`src/rtl/rr_arb_mux.sv`:
```
`default_nettype none
// +----------------------------------------------------------------------------+
// | Module : rr_arb_mux                                                        |
// | Brief  : Registered N:1 arbitrating mux, round-robin or fixed priority,    |
// |          valid/ready on every port with a single-entry output register.    |
// | Rev    : 1.0                                                               |
// +----------------------------------------------------------------------------+
module rr_arb_mux #(
  parameter int Inputs     = 4,
  parameter int Width      = 8,
  parameter int RoundRobin = 1,
  localparam int IdxW      = (Inputs > 1) ? $clog2(Inputs) : 1
) (
  input  logic              clk,
  input  logic              rst_n,
  input  logic [Inputs-1:0] in_valid,
  output logic [Inputs-1:0] in_ready,
  input  logic [Width-1:0]  in_data [Inputs],
  output logic              out_valid,
  input  logic              out_ready,
  output logic [Width-1:0]  out_data,
  output logic [IdxW-1:0]   out_sel
);

  logic            free;
  logic            any_valid;
  logic            xfer;
  logic [IdxW-1:0] winner;
  logic [IdxW-1:0] ptr;

  assign free      = !out_valid || out_ready;
  assign any_valid = |in_valid;
  // No grants while reset is held, so in_ready stays low with the outputs.
  assign xfer      = free && any_valid && rst_n;

  generate
    if (Inputs == 1) begin : g_single
      assign winner   = '0;
      assign ptr      = '0;
      assign in_ready = xfer;
    end else begin : g_multi
      logic [IdxW:0] cand;
      logic          found;

      // Scan ptr, ptr+1, ... wrapping; the first requester wins.
      always_comb begin
        winner = '0;
        found  = 1'b0;
        cand   = '0;
        for (int k = 0; k < Inputs; k++) begin
          cand = {1'b0, ptr} + (IdxW+1)'(k);
          if (cand >= (IdxW+1)'(Inputs)) begin
            cand = cand - (IdxW+1)'(Inputs);
          end
          if (!found && in_valid[cand[IdxW-1:0]]) begin
            winner = cand[IdxW-1:0];
            found  = 1'b1;
          end
        end
      end

      always_comb begin
        in_ready = '0;
        if (xfer) begin
          in_ready[winner] = 1'b1;
        end
      end

      if (RoundRobin != 0) begin : g_rr
        always_ff @(posedge clk or negedge rst_n) begin
          if (!rst_n) begin
            ptr <= '0;
          end else if (xfer) begin
            ptr <= (winner == IdxW'(Inputs - 1)) ? '0 : winner + 1'b1;
          end
        end
      end else begin : g_fixed
        assign ptr = '0;
      end
    end
  endgenerate

  always_ff @(posedge clk or negedge rst_n) begin
    if (!rst_n) begin
      out_valid <= 1'b0;
      out_data  <= '0;
      out_sel   <= '0;
    end else if (xfer) begin
      out_valid <= 1'b1;
      out_data  <= in_data[winner];
      out_sel   <= winner;
    end else if (out_ready) begin
      out_valid <= 1'b0;
    end
  end

`ifndef SYNTHESIS
  a_ready_onehot0 : assert property (@(posedge clk) disable iff (!rst_n)
    $onehot0(in_ready));

  a_stall_stable : assert property (@(posedge clk) disable iff (!rst_n)
    (out_valid && !out_ready) |=> (out_valid && $stable(out_data) && $stable(out_sel)));
`endif

endmodule
`default_nettype wire

```
`config.mk`:
```
export PLATFORM = sky130hd
export DESIGN_NAME = rr_arb_mux
export DESIGN_NICKNAME = d
export VERILOG_FILES = /design/src/rtl/rr_arb_mux.sv
export SDC_FILE = /design/constraint.sdc
export NUM_CORES = 1
export LEC_CHECK = 0
export ABC_AREA = 1
export CAP_MARGIN = 20
export CELL_PAD_IN_SITES_DETAIL_PLACEMENT = 1
export CELL_PAD_IN_SITES_GLOBAL_PLACEMENT = 1
export CORE_ASPECT_RATIO = 1.25
export CORE_UTILIZATION = 29
export DETAILED_ROUTE_END_ITERATION = 7
export HOLD_SLACK_MARGIN = 0.03
export PLACE_DENSITY = 0.9
export RECOVER_POWER = 50
export REMOVE_ABC_BUFFERS = 1
export SLEW_MARGIN = 20
export SYNTH_ARGS = -nofsm -noshare
export SYNTH_HDL_FRONTEND = slang
export SYNTH_SLANG_ARGS = --single-unit
```
`constraint.sdc`:
```
create_clock -name clk -period 4.11 [get_ports clk]
set_input_delay 0.822 -clock clk [delete_from_list [all_inputs] [get_ports clk]]
set_output_delay 0.822 -clock clk [all_outputs]
set_load 0.02 [all_outputs]
```
After elaboration in Yosys (flattened, before gate mapping)
Index checks and enable logic that the tools add are counted.

Add/sub/neg operators: 8. Magnitude comparators: 11. Equality and inequality tests: 1. Mux-type cells: 28. Bitwise gates (word level): 1. Reductions and logical operators: 13.

Operators with widths (number): two-way mux 2 bit (9); binary-select mux 8 bit (select 2 bit) (1); two-way mux 8 bit (2); < comparator 2 x 3 -> 1 bit, second input constant (5); greater-or-equal comparator 3 bit, second input constant (4); two-way mux 1 bit (10); binary-select mux 1 bit (select 2 bit) (4); subtractor 2 x 1 -> 2 bit, second input constant (4); adder 2 x 2 -> 3 bit, second input constant (2); logical AND 1 bit (6); zero test 1 bit (4); two-way mux 4 bit (1); OR reduction 4 bit (1); adder 2 x 1 -> 3 bit, second input constant (1); greater-or-equal comparator 2 x 3 -> 1 bit, second input constant (1); inverter 2 -> 3 bit (1); adder 2 x 1 -> 2 bit, second input constant (1); demux 1 bit (select 2 bit) (1); == test 2 bit, second input constant (1); greater-or-equal comparator 2 x 1 -> 1 bit, second input constant (1); nonzero test 2 bit (1); logical OR 1 bit (1).

Bits in registers: 13. Input port bits: 39. Word-level logic and storage cells: 66.

Longest topological paths before layout
Gate-level depths: netlist of the first run.

Depth in word-level cells: 19. Mapped depth: 14.

Worst setup path before layout of the first run
Ideal clock, no wire load.

Kind: input to output. Start: in in_valid[1]. End: out in_ready[3]. Arrival: 2.075 ns. Slack: 1.213 ns. Stages on the path: 10. Path buffers: 0. Path through: inv_1 > nand2_2 > nand3_1 > nand2_4 > nor2_8 > nand3_2 > and2_4 > a21oi_4 > inv_2 > nor2_1.

Cells in the longest elaborated chain, start to end: 17.

RTL lines: start, declared (RTL line 16) `input logic [Inputs-1:0] in_valid,`; binary-select mux 1 bit (select 2 bit) (RTL line 55) `if (!found && in_valid[cand[IdxW-1:0]]) begin`; two-way mux 1 bit (not written as such) (RTL line 55); two-way mux 1 bit (RTL line 55); zero test 1 bit (RTL line 55); logical AND 1 bit (RTL line 55); two-way mux 1 bit (RTL line 55); zero test 1 bit (RTL line 55); logical AND 1 bit (RTL line 55); two-way mux 1 bit (RTL line 55); zero test 1 bit (RTL line 55); logical AND 1 bit (RTL line 55); two-way mux 2 bit (RTL line 55); < comparator 2 x 3 -> 1 bit (not written as such) or greater-or-equal comparator 2 x 1 -> 1 bit (tied branches) (RTL line 65) `in_ready[winner] = 1'b1;`; logical AND 1 bit (not written as such) (RTL line 65); two-way mux 1 bit (not written as such) (RTL line 65); demux 1 bit (select 2 bit) (RTL line 65); two-way mux 4 bit (*) (RTL line 64) `if (xfer) begin`; end, declared (RTL line 17) `output logic [Inputs-1:0] in_ready,`.

Mark *: on every way between the ends. The rest lies on a longest branch, timed or not. The select of a mux whose other input is x is not followed.

Worst setup path in the final report of the first run
Same ends and word-level chain as after synthesis.

==> results of run 1 <==
[stage by stage]
stage                     setup WS [ns]  total power [mW]  util, %  hold WS (ns)  instances
final                             0.255              1.41     46.8         0.485        290
after global routing              0.107              1.56     46.8         0.517        290
after CTS                         0.237              1.45     47.1         0.498        290
after detailed placement          0.243              1.32     45.9         0.482        286
after global placement            0.305              1.29     45.9         0.471        286
after floorplan                    1.08             0.945        -         0.526        173
[how the worst max path moves through the flow]
stage | start | to | slack (ns) | cells past startpoint
floorplan | in_valid[3] | in_ready[0] | 1.08 | 8
global placement | in_valid[1] | in_ready[3] | 0.30 | 12
detailed placement | in_valid[1] | in_ready[3] | 0.24 | 12
CTS | in_valid[1] | in_ready[3] | 0.24 | 12
global route | in_valid[0] | in_ready[2] | 0.11 | 14
finish | in_valid[1] | in_ready[3] | 0.25 | 12
[critical path: cells and delay by family]
family | cells | cell delay [ns]
buf+inv | 4 | 1.19
compound gates | 1 | 0.21
simple gates | 7 | 0.81
[layout by cell type (no fill, tap or decap)]
master	instances
sky130_fd_sc_hd__nand2_1	91
sky130_fd_sc_hd__clkdlybuf4s50_1	46
sky130_fd_sc_hd__nand3_1	32
sky130_fd_sc_hd__dfrtp_1	13
sky130_fd_sc_hd__inv_1	9
sky130_fd_sc_hd__dlygate4sd3_1	7
sky130_fd_sc_hd__nand2_2	6
sky130_fd_sc_hd__inv_2	5
sky130_fd_sc_hd__buf_4	5
sky130_fd_sc_hd__nand3_2	3
sky130_fd_sc_hd__clkbuf_8	3
sky130_fd_sc_hd__nor2_1	2
sky130_fd_sc_hd__nand2_4	2
sky130_fd_sc_hd__clkbuf_1	2
sky130_fd_sc_hd__nand4_1	1
sky130_fd_sc_hd__nor2_8	1
sky130_fd_sc_hd__and2_4	1
sky130_fd_sc_hd__nand4_2	1
sky130_fd_sc_hd__nand4_4	1
sky130_fd_sc_hd__nor3_1	1
sky130_fd_sc_hd__a21oi_4	1
sky130_fd_sc_hd__nor2_4	1
sky130_fd_sc_hd__o21ai_0	1
sky130_fd_sc_hd__o21ai_1	1
[cell families (layout without fill, tap and decap cells)]
group,Yosys count,in the layout,share of synthesized area (%)
AO/OA/AOI/OAI,3,3,2.29
buffers and inverters,20,77,9.27
AND/OR/NAND/NOR,143,143,60.1
flip-flops,13,13,28.4
[area by class of cell]
class                           instances  share of cell area, %
Clock buffer                            4                   2.54
Sequential cell                        13                   18.3
Tap cell                               54                   3.81
Timing Repair Buffer                   59                   32.3
Inverter                               14                   2.96
Multi-Input combinational cell        146                   40.1
[report_power, final]
| group | internal (mW) | switching (mW) |
|---|---|---|
| Sequential | 0.186 | 0.0520 |
| Combinational | 0.395 | 0.663 |
| Clock | 0.0686 | 0.0475 |
[layer usage]
metal / vias to the layer above / global-route usage (%)
li1: 679 / -
met1: 605 / 19.9
met2: 46 / 37.3
met3: 9 / 3.92
met4: 0 / 6.08
met5: - / 0
[registers in the layout (all words and copies together) (netlist names)]
register	count
out_data	8
out_sel	2
ptr	2
out_valid	1
==> impl_metrics.py, run 1 <==
metrics = {
    "timing": {
        "setup_viol_count_final": 0,
        "slew_headroom_pct": 50.9,
        "fin_skew_ns": 0.00500,
        "rsz0062_at_grt": "false",
        "tightestPinTransition_ns": 0.736,
        "setup_tns_ns": 0,
        "fmaxAchievable_mhz": 259,
        "timing.final.hold_violations": 0,
        "final-max-slew-violation-count": 0,
        "min_cycle_time_layout_ns": 3.86,
        "share_of_the_cycle_needed_by_the_critical_path_after_routing_pct": 93.8,
    },
    "critical_path": {
        "crit-reg2reg-launch": "ptr[0]",
        "cp_slowest_cell": "sky130_fd_sc_hd__clkdlybuf4s50_1",
        "crit_type": "input port to output port",
        "timing.reg2reg.setup_slack_ns": 1.88,
        "crit-reg2reg-capture": "out_data[3]",
        "category_of_the_worst_setup_path_capture_point": "output port",
        "cpPeakStageDelay_ns": 0.61,
        "crit_path_start_kind": "input port",
        "cp_data_required_time_ns": 3.29,
        "reg2reg_path_depth": 14,
        "worst_endpoint_data_arrival_time_ns": 3.03,
        "timing.critical_path.cells": "clkdlybuf4s50_1 -> inv_1 -> nand2_2 -> nand3_1 -> nand2_4 -> nor2_8 -> nand3_2 -> and2_4 -> a21oi_4 -> inv_2 -> nor2_1 -> clkdlybuf4s50_1",
        "worst_path_most_repeated_cell": "sky130_fd_sc_hd__clkdlybuf4s50_1",
        "path_max_fanout": 5,
    },
    "route": {
        "highest_layer": "met4",
        "drc_errors": 0,
        "detail_route.wirelength.met1_um": 1360,
        "drt-pass1-iter-count": 4,
        "routed-wl-met3_um": 162,
        "drtIter0Drc": 11,
        "dr_vias": 1339,
        "post_drt_via_cell_ratio": 4.62,
        "detail_route.wl_per_cell_um": 12.2,
        "detail_route.wirelength_um": 3540,
        "postRouteAntennaNets": 0,
        "route.met2.wl_um": 1950,
    },
    "clocking": {
        "cts_root_buffer": "sky130_fd_sc_hd__clkbuf_8",
        "insertion_delay_ns": 0.25,
        "tritoncts": "yes",
        "cts.htree.levels": 1,
        "cts_repair_resize_count": 0,
        "worst_setup_hold_path_clk_slew_ns": 0.06,
        "cts-root-to-sink-buffers": 2,
        "cts_inserted_buffers": 3,
        "post_cts_buffers": 0,
        "numClockSinks": 13,
        "postCtsHoldBufs": 0,
    },
    "global_route": {
        "grt_antenna_before_repair": 0,
        "grt_max_degree": 17,
        "overflow": 0,
        "grtUsageTotal_pct": 19.1,
        "first_global_vias": 1451,
        "grt_first_pass_wirelength_um": 6290,
    },
    "yosys": {
        "synth.cell_area_sq_um": 1150,
        "synth_seq_cells": 13,
        "postSynthAreaPerCell_sq_um": 6.41,
        "number_of_enable_type_register_cells_in_the_synthesized_netlist": 0,
        "fraction_of_the_yosys_area_taken_by_sequential_cells_pct": 28.4,
        "async_flop_share_pct": 100,
        "synth_top_flop_cell": "sky130_fd_sc_hd__dfrtp_1",
        "syn-instance-count": 179,
        "synth_most_common_cell": "sky130_fd_sc_hd__nand2_1",
        "synth_area_leaders": "sky130_fd_sc_hd__nand2_1 (30%), sky130_fd_sc_hd__dfrtp_1 (28%), sky130_fd_sc_hd__nand3_1 (14%)",
        "yosysUniqueCellTypes": 22,
        "synth_top_area_share_pct": 29.8,
        "synth_largest_area_cell": "sky130_fd_sc_hd__nand2_1",
        "yosys_warnings": 0,
        "synth_common_cells": "sky130_fd_sc_hd__nand2_1 (91), sky130_fd_sc_hd__nand3_1 (31), sky130_fd_sc_hd__dfrtp_1 (13), sky130_fd_sc_hd__inv_1 (9), sky130_fd_sc_hd__nand2_2 (6)",
    },
    "pwr": {
        "ir_worst_vdd_mv": 0.339,
        "total_leakage_power_nw": 0.891,
        "cellPowerDensity_nw_per_um2": 797,
    },
    "min_path": {
        "worst_hold_class": "flop to flop",
        "min_from": "out_sel[0]",
        "holdPathEnd": "out_sel[0]",
        "timing.hold.worst_path_depth": 2,
    },
    "finish": {
        "multi_input_area_sq_um": 711,
        "nets": 276,
        "final_design_area_no_fill_sq_um": 1770,
        "n_antenna_cell": 0,
        "post_route_cells_drive_above_1_share_pct": 12.7,
        "fillerInstances": 500,
        "regArea_sq_um": 325,
        "syn_to_final_growth_pct": 54.5,
    },
    "die": {
        "die_area_sq_um": 4210,
        "die_w_um": 58.3,
        "core_sq_um": 3780,
        "height_of_the_die_um": 72.3,
        "floorplan.initialDensity_pct": 30.3,
        "placementRows": 25,
        "io_pins": 54,
    },
    "placed_design": {
        "placedInstanceArea_sq_um": 1740,
        "dp.final_hpwl_um": 2880,
        "place_congestion": 0.837,
        "number_of_buffers_inserted_by_port_buffering": 53,
    },
    "flow_run": {
        "max_cap_violations": 0,
    },
    "status": {
        "result_of_the_run": "completed",
    },
}
Note: power is estimated with default switching activity, not from simulation.
==> run 2: changes to the inputs <==
--- a/config.mk
+++ b/config.mk
@@ -12,6 +12,7 @@
 export CORE_ASPECT_RATIO = 1.25
 export CORE_UTILIZATION = 29
 export DETAILED_ROUTE_END_ITERATION = 7
+export GPL_TIMING_DRIVEN = 0
 export HOLD_SLACK_MARGIN = 0.03
 export PLACE_DENSITY = 0.9
 export RECOVER_POWER = 50
==> impl_metrics.py, run 2 (synthesis results as in run 1) <==
metrics = {
    "finish": {
        "multi_input_area_sq_um": 741,
        "fillerInstances": 498,
        "post_route_cells_drive_above_1_share_pct": 13.2,
        "largest_reg_flops": 8,
        "registers.top_by_ff_count": "out_data",
        "commonest_non_fill_non_tap_cells_in_the_layout": "sky130_fd_sc_hd__nand2_1 (91), sky130_fd_sc_hd__clkdlybuf4s50_1 (44), sky130_fd_sc_hd__nand3_1 (31)",
        "nets": 275,
        "final_common_cell": "sky130_fd_sc_hd__nand2_1",
        "biggestRegsByFlops": "out_data (8), out_sel (2), ptr (2)",
        "n_antenna_cell": 0,
        "final_standard_cell_utilization_of_the_core_pct": 47.3,
        "final-instance-count-excl-fill": 289,
        "final_design_area_no_fill_sq_um": 1790,
        "syn_to_final_growth_pct": 56.2,
        "regArea_sq_um": 325,
    },
    "pwr": {
        "total_leakage_power_nw": 0.921,
        "power.internal_mw": 0.643,
        "power_frac_clock_pct": 8.3,
        "ir_worst_vdd_mv": 0.258,
        "net-switching-power_mw": 0.792,
        "power_frac_seq_pct": 16.7,
        "combinationalPowerShare_pct": 75.0,
        "cellPowerDensity_nw_per_um2": 801,
        "p_total_mw": 1.44,
        "power.switching_fraction_pct": 55.2,
    },
    "critical_path": {
        "path_max_fanout": 10,
        "category_of_the_worst_setup_path_capture_point": "output port",
        "crit_path_start_kind": "input port",
        "worst_endpoint_data_arrival_time_ns": 3.14,
        "cp_data_required_time_ns": 3.29,
        "reg2reg_path_depth": 12,
        "crit_type": "input port to output port",
    },
    "timing": {
        "setup_viol_count_final": 0,
        "rsz0062_at_grt": "false",
        "tightestPinTransition_ns": 0.672,
        "smallest_hold_slack_ns": 0.486,
        "min_cycle_time_layout_ns": 3.96,
        "share_of_the_cycle_needed_by_the_critical_path_after_routing_pct": 96.4,
        "final-max-slew-violation-count": 0,
        "slew_headroom_pct": 55.2,
        "timing.final.hold_violations": 0,
        "setup_tns_ns": 0,
        "fin_skew_ns": 0.00167,
        "layout_setup_ws_ns": 0.149,
        "fmaxAchievable_mhz": 252,
    },
    "clocking": {
        "postCtsHoldBufs": 0,
        "cts-root-to-sink-buffers": 2,
        "cts_inserted_buffers": 3,
        "worst_setup_hold_path_clk_slew_ns": 0.06,
        "insertion_delay_ns": 0.25,
        "numClockSinks": 13,
        "tritoncts": "yes",
        "cts.htree.levels": 1,
        "cts_root_buffer": "sky130_fd_sc_hd__clkbuf_8",
    },
    "route": {
        "detail_route.wl_per_cell_um": 12.9,
        "dr_vias": 1371,
        "routed-wl-met3_um": 151,
        "drtIter0Drc": 35,
        "detail_route.wirelength.met1_um": 1500,
        "route.met2.wl_um": 2000,
        "postRouteAntennaNets": 0,
        "highest_layer": "met4",
        "post_drt_via_cell_ratio": 4.74,
        "drc_errors": 0,
        "drt-pass1-iter-count": 4,
        "detail_route.wirelength_um": 3710,
    },
    "status": {
        "result_of_the_run": "completed",
    },
    "global_route": {
        "grt_antenna_before_repair": 0,
        "overflow": 0,
        "grt_max_degree": 21,
        "first_global_vias": 1382,
        "grtUsageTotal_pct": 18.8,
        "grt_first_pass_wirelength_um": 6060,
    },
    "die": {
        "die_w_um": 58.3,
        "placementRows": 25,
        "floorplan.initialDensity_pct": 30.3,
        "core_sq_um": 3780,
        "height_of_the_die_um": 72.3,
        "io_pins": 54,
        "die_area_sq_um": 4210,
    },
    "placed_design": {
        "placedInstanceArea_sq_um": 1690,
        "number_of_buffers_inserted_by_port_buffering": 53,
        "pre_cts_slack_ns": -0.263,
        "placed_cells_incl_taps": 280,
        "place_congestion": 0.825,
        "dp.final_hpwl_um": 2640,
    },
    "min_path": {
        "worst_hold_class": "flop to flop",
        "timing.hold.worst_path_depth": 2,
    },
    "flow_run": {
        "max_cap_violations": 0,
    },
}
## run 2: what timing repair did
action / 4_1_cts / 5_1_grt
pin swaps: 0 / 2
gates cloned: 0 / 1
setup buffers: 0 / 4
gates resized for setup: 3 / 2
endpoints found under the setup margin: 4 / 3
## run 2: worst paths after layout
| check | slack (ns) | from | endpoint |
|---|---|---|---|
| max | 0.15 | in_valid[1] | in_ready[3] |
| min | 0.49 | out_sel[1] | out_sel[1] |
| max reg2reg | 1.87 | ptr[0] | out_data[5] |
| min reg2reg | 0.49 | out_sel[1] | out_sel[1] |
| max in group asynchronous | 2.97 | rst_n | out_data[7] |
| min in group asynchronous | 0.72 | rst_n | out_sel[1] |
## run 2: final cells by class
class                   instances  area share, %
clock buffers                   4           2.51
inverters                      14           2.93
multi-input cells             147           41.3
flip-flops and latches         13           18.2
well taps                      54           3.77
repair buffers                 57           31.3
## run 2: worst max-delay path: stages
cell	delay [ns]
sky130_fd_sc_hd__clkdlybuf4s50_1	0.42
sky130_fd_sc_hd__inv_1	0.09
sky130_fd_sc_hd__nand2_2	0.06
sky130_fd_sc_hd__nand3_1	0.18
sky130_fd_sc_hd__nand2_4	0.10
sky130_fd_sc_hd__nor2_8	0.17
sky130_fd_sc_hd__nand3_2	0.07
sky130_fd_sc_hd__and2_4	0.15
sky130_fd_sc_hd__a21oi_4	0.31
sky130_fd_sc_hd__inv_2	0.07
sky130_fd_sc_hd__nor2_1	0.09
sky130_fd_sc_hd__clkdlybuf4s50_1	0.61
## run 2: power groups by stage
stage                     Combinational, mW  Sequential (mW)  Clock (mW)
final                                  1.08            0.239       0.120
after floorplan                       0.658            0.288           0
after detailed placement               1.03            0.241           0
after global routing                   1.20            0.250       0.130
after global placement                 1.01            0.240           0
after CTS                              1.05            0.240       0.121
## run 2: layer usage
| layer | up-vias | GRT usage, % |
|---|---|---|
| li1 | 678 | - |
| met1 | 649 | 21.1 |
| met2 | 40 | 35.4 |
| met3 | 4 | 2.32 |
| met4 | 0 | 7.14 |
| met5 | - | 0 |
